`src/rtl/fse_fir_filter.sv`:
```
// fse_fir_filter
//   Fractionally-spaced (T/2) FIR equalizer feeding the LMS adaptation stage.
//   Filters the T/2 sample stream with the live LMS coefficient vector,
//   decimates by 2, truncates/saturates to the output format and slices a
//   hard decision.
//
// Ports
//   clkA      in   sole clock, rising edge
//   reset     in   synchronous active-high reset
//   i_enable  in   input sample strobe
//   x         in   signed T/2 sample, Q(NBx-NBFx).NBFx
//   coeff     in   packed taps, tap k at [NBw*(k+1)-1 -: NBw]
//   y         out  signed equalized symbol, Q(NBy-NBFy).NBFy
//   d         out  slicer decision, 1 when y >= 0
//   o_valid   out  one-cycle pulse, y/d/o_sat updated this cycle
//   o_sat     out  y was clipped when produced
//
// Pipeline: C0 accept sample -> C1 products -> C2 sum -> C3 quantize/output.

module fse_fir_filter #(
    parameter int NBx  = 8,
    parameter int NBFx = 5,
    parameter int Nw   = 9,
    parameter int NBw  = 7,
    parameter int NBFw = 5,
    parameter int NBy  = 8,
    parameter int NBFy = 5
) (
    input  logic                clkA,
    input  logic                reset,
    input  logic                i_enable,
    input  logic [NBx-1:0]      x,
    input  logic [Nw*NBw-1:0]   coeff,
    output logic [NBy-1:0]      y,
    output logic                d,
    output logic                o_valid,
    output logic                o_sat
);

    localparam int NBP = NBx + NBw;              // full-precision product
    localparam int NBA = NBP + $clog2(Nw);       // accumulator, cannot overflow
    localparam int SH  = NBFx + NBFw - NBFy;     // LSBs dropped by truncation
    localparam int NBT = NBA - SH;               // truncated width before clipping

    logic signed [NBx-1:0] x_r [Nw];
    logic signed [NBw-1:0] w   [Nw];
    logic signed [NBP-1:0] p   [Nw];
    logic signed [NBA-1:0] acc;
    logic signed [NBA-1:0] sum;
    logic signed [NBT-1:0] trunc;
    logic [NBy-1:0]        y_q;
    logic                  pos_ovf;
    logic                  neg_ovf;
    logic                  phase;
    logic                  v0, v1, v2;
    logic                  unused_lsbs;

    for (genvar k = 0; k < Nw; k++) begin : g_taps
        assign w[k] = coeff[NBw*(k+1)-1 -: NBw];
    end

    always_comb begin
        sum = '0;
        for (int k = 0; k < Nw; k++) begin
            sum = sum + NBA'(p[k]);
        end
    end

    // Truncation is a plain arithmetic shift, i.e. floor toward -inf.
    assign trunc       = acc[NBA-1:SH];
    assign unused_lsbs = ^acc[SH-1:0];

    // Out of range when the bits above the output sign bit disagree with it.
    assign pos_ovf = ~trunc[NBT-1] &  (|trunc[NBT-2:NBy-1]);
    assign neg_ovf =  trunc[NBT-1] & ~(&trunc[NBT-2:NBy-1]);

    always_comb begin
        y_q = trunc[NBy-1:0];
        if (pos_ovf) begin
            y_q = {1'b0, {(NBy-1){1'b1}}};
        end else if (neg_ovf) begin
            y_q = {1'b1, {(NBy-1){1'b0}}};
        end
    end

    always_ff @(posedge clkA) begin
        if (reset) begin
            for (int k = 0; k < Nw; k++) begin
                x_r[k] <= '0;
                p[k]   <= '0;
            end
            phase   <= 1'b0;
            v0      <= 1'b0;
            v1      <= 1'b0;
            v2      <= 1'b0;
            acc     <= '0;
            y       <= '0;
            d       <= 1'b0;
            o_sat   <= 1'b0;
            o_valid <= 1'b0;
        end else begin
            // C0: delay line and phase only advance on accepted samples
            if (i_enable) begin
                x_r[0] <= x;
                for (int k = 1; k < Nw; k++) begin
                    x_r[k] <= x_r[k-1];
                end
                phase <= ~phase;
            end
            v0 <= i_enable & phase;

            // C1: coeff is used straight from the port, no local copy
            for (int k = 0; k < Nw; k++) begin
                p[k] <= NBP'(x_r[k]) * NBP'(w[k]);
            end
            v1 <= v0;

            // C2
            acc <= sum;
            v2  <= v1;

            // C3: outputs hold between valid pulses
            o_valid <= v2;
            if (v2) begin
                y     <= y_q;
                d     <= ~y_q[NBy-1];
                o_sat <= pos_ovf | neg_ovf;
            end
        end
    end

endmodule

```
`config.mk`:
```
export PLATFORM = sky130hd
export DESIGN_NAME = fse_fir_filter
export DESIGN_NICKNAME = d
export VERILOG_FILES = /design/src/rtl/fse_fir_filter.sv
export SDC_FILE = /design/constraint.sdc
export NUM_CORES = 2
export LEC_CHECK = 0
export ABC_AREA = 0
export ABC_CLOCK_PERIOD_IN_PS = 5130
export CAP_MARGIN = 25
export CELL_PAD_IN_SITES_DETAIL_PLACEMENT = 1
export CELL_PAD_IN_SITES_GLOBAL_PLACEMENT = 1
export CORE_MARGIN = 3
export CORE_UTILIZATION = 45
export CTS_CLUSTER_DIAMETER = 80
export DETAILED_ROUTE_END_ITERATION = 8
export HOLD_SLACK_MARGIN = 0.08
export PLACE_DENSITY = 0.82
export RECOVER_POWER = 50
export REMOVE_ABC_BUFFERS = 1
export SLEW_MARGIN = 20
export SYNTH_ARGS = -nofsm -noshare
export SYNTH_HDL_FRONTEND = slang
export SYNTH_SLANG_ARGS = --single-unit
```
`constraint.sdc`:
```
create_clock -name clkA -period 5.13 [get_ports clkA]
set_input_delay 0.513 -clock clkA [delete_from_list [all_inputs] [get_ports clkA]]
set_output_delay 0.513 -clock clkA [all_outputs]
set_load 0.01 [all_outputs]
```
==> reports/metrics.yaml <==
max-clock-path-buffers: 3
cp.arrival_ns: 5.20
start_kind: "flip-flop"
use_met3_pct: 2.75
finalHoldViolations: 0
die_y_um: 263
fin_crit_sh_pct: 93.1
slowest_stage: "edfxtp_1"
num_io_pins: 85
layout.area.seq_um2: 5450
synth_edf_count: 72
hp-class: "reg2reg"
synth_top_area_cell: "fa_1"
clk_latency_ns: 0.59
num_vias: 21300
syn_area_um2: 29800
die_area_um2: 69300
cts_buffers: 31
post_cts_buffers: 0
grt_overflow: 0
yosysTopAreaCellShare_pct: 33.8
worstHoldStart: "v0"
outcome: "complete, but fails checks"
ys_ff_latch: 236
r2r_start: "x_r[4][7]"
clkTransAtPathRegs_ns: 0.06
drv_cap: 2
drt_first_pass_iters: 5
synth.distinct_cells: 53
violations: "max-capacitance violations, max-slew violations"
htree_levels: 1
relSlewSlack_pct: -161
grt_max_degree: 84
rsz0062_at_grt: "false"
reg2reg_setup_slack_ns: 0.35
finalCriticalPeriod_ns: 4.78
grt_antenna_before_repair: 0
clock_sinks: 236
grt_pass1_wl_um: 132000
worstPathBufferInverterCount: 6
cts-resized-gates: 0
multi_input_area_um2: 21200
cp_common_cell: "inv_1"
first_global_vias: 25100
fin_skew_ns: 0.0222
critPathKind: "reg2reg"
syn_avg_cell_area_um2: 9.41
cpPeakStageDelay_ns: 0.59
critical_path.cell_chain: "nand2_1, inv_1, fa_1, inv_1, fa_1, inv_1, fa_1, inv_1, fa_1, inv_1, ha_1, and3_1, a311oi_1, buf_4, a21oi_1, xnor2_1, nor2_1"
ys_warn_count: 0
wirelength_um: 79400
core_area_um2: 64900
nNetsFinal: 4211
reg2reg_depth: 17
wire_per_inst_um: 18.8
area_growth_pct: 11.9
ctsHoldBuffers: 0
row_count: 93
synth-main-ff-cell: "dfxtp_1"
max_freq_mhz: 209
viasPerCell: 5.04
slew_violations: 124
gp_congestion: 0.846
grt_use_met1_pct: 27.0
yosysSeqAreaShare_pct: 18.3
synthArstFlopShare_pct: 0
reg2reg_to: "p[0][74]"
n_fill_cell: 7430
synth.most_common_cell: "inv_1"
grt.met2_usage_pct: 45.2
grt.total_usage_pct: 23.7
tritoncts: "yes"
tightest_slew_ns: 3.92
port_buffers: 84
crit_path_start: "x_r[4][7]"
drc: 0
clockRootBuffer: "clkbuf_16"
setup_tns_ns: 0
yosys-top-cells-area: "fa_1 (34%), ha_1 (12%), dfxtp_1 (11%)"
setup_violations: 0
critPathTopFamily: "adder cells"
cp-end-kind: "flip-flop"
worst_hold_path.num_cells: 1
netlist_instances: 3166
drive_gt1_share_pct: 4.54
crit_required_ns: 5.55
die_w_um: 263
place_hpwl_um: 65200
hold_end: "v1"
synthTopCellsByCount: "inv_1 (808), fa_1 (503), and2_1 (364)"
start_util_pct: 45.9
cp_max_fo: 9
top_usage_layer: "met2"
postRouteAntennaNets: 0
drt_iter0_markers: 853
cells in the final DEF, fill, tap and decap left out, types with 16 or more instances in the layout:
cell type and instances:
a21oi_1 58, nand3_1 34, nor3_1 39, xnor2_1 88, nand2_1 183, edfxtp_1 72, buf_4 90, inv_1 808
and3_1 16, o21a_1 23, clkdlybuf4s50_1 73, o21ai_0 46, xor2_1 59, dfxtp_1 164, and2_0 60, nor2b_1 48
a211oi_1 21, nand2b_1 28, nor2_1 198, and2_1 304, clkbuf_16 32, fa_1 503, ha_1 286
worst reg2reg max path: stages, from the launching register on:
cell and delay (ns):
edfxtp_1 0.59, nand2_1 0.26, inv_1 0.11, fa_1 0.59, inv_1 0.11, fa_1 0.50, inv_1 0.05, fa_1 0.48
inv_1 0.05, fa_1 0.48, inv_1 0.04, ha_1 0.33, and3_1 0.21, a311oi_1 0.31, buf_4 0.18, a21oi_1 0.09
xnor2_1 0.18, nor2_1 0.05
sequential cells by signal (all words and copies together) (netlist names), 8 cells and up:
register,cells
acc,14
p,135
x_r,72
y,8
cell families after synthesis:
family | Yosys count | synth area share [%]
AND/OR/NAND/NOR | 935 | 16.2
buffers and inverters | 840 | 10.6
adder cells (fa/ha/maj) | 789 | 45.8
flip-flops | 236 | 18.3
AO/OA/AOI/OAI | 215 | 4.64
XOR/XNOR | 147 | 4.32
multiplexers | 4 | 0.147
worst max path at each step:
stage                end  depth (start not counted)
5_1_grt         p[0][74]                         18
3_5_place_dp   p[0][103]                         17
2_1_floorplan   p[0][59]                         16
4_1_cts         p[0][74]                         17
3_3_place_gp   p[0][103]                         17
6_report        p[0][74]                         17
stage by stage:
| stage | area (um^2) | util [%] | hold WS, ns | instances | worst slack (ns) |
|---|---|---|---|---|---|
| floorplan | 29700 | - | 0.414 | 3139 | 0.829 |
| global placement | 32300 | 49.7 | 0.418 | 4169 | 0.0549 |
| detailed placement | 32300 | 49.8 | 0.427 | 4170 | -0.0671 |
| CTS | 33400 | 51.4 | 0.447 | 4227 | 0.350 |
| global route | 33300 | 51.3 | 0.459 | 4227 | 0.115 |
| finish | 33300 | 51.3 | 0.440 | 4228 | 0.353 |
layout make-up:
cell class	instances	share of cell area [%]
antenna	1	0.00751
clock buffer	39	2.60
clock inverter	18	0.559
inverter	813	9.16
multi-input combinational	2090	63.6
sequential	236	16.3
tap	855	3.21
timing repair buffer	176	4.55
per-layer routing:
metal,up-vias,share of wire (%)
met1,10900,39
met4,0,4.6
met3,176,3.0
li1,9871,-
met2,378,53
met5,-,0
Power is not shown: default switching activity piles up to over one toggle a cycle in this logic, so the estimate is an artifact.
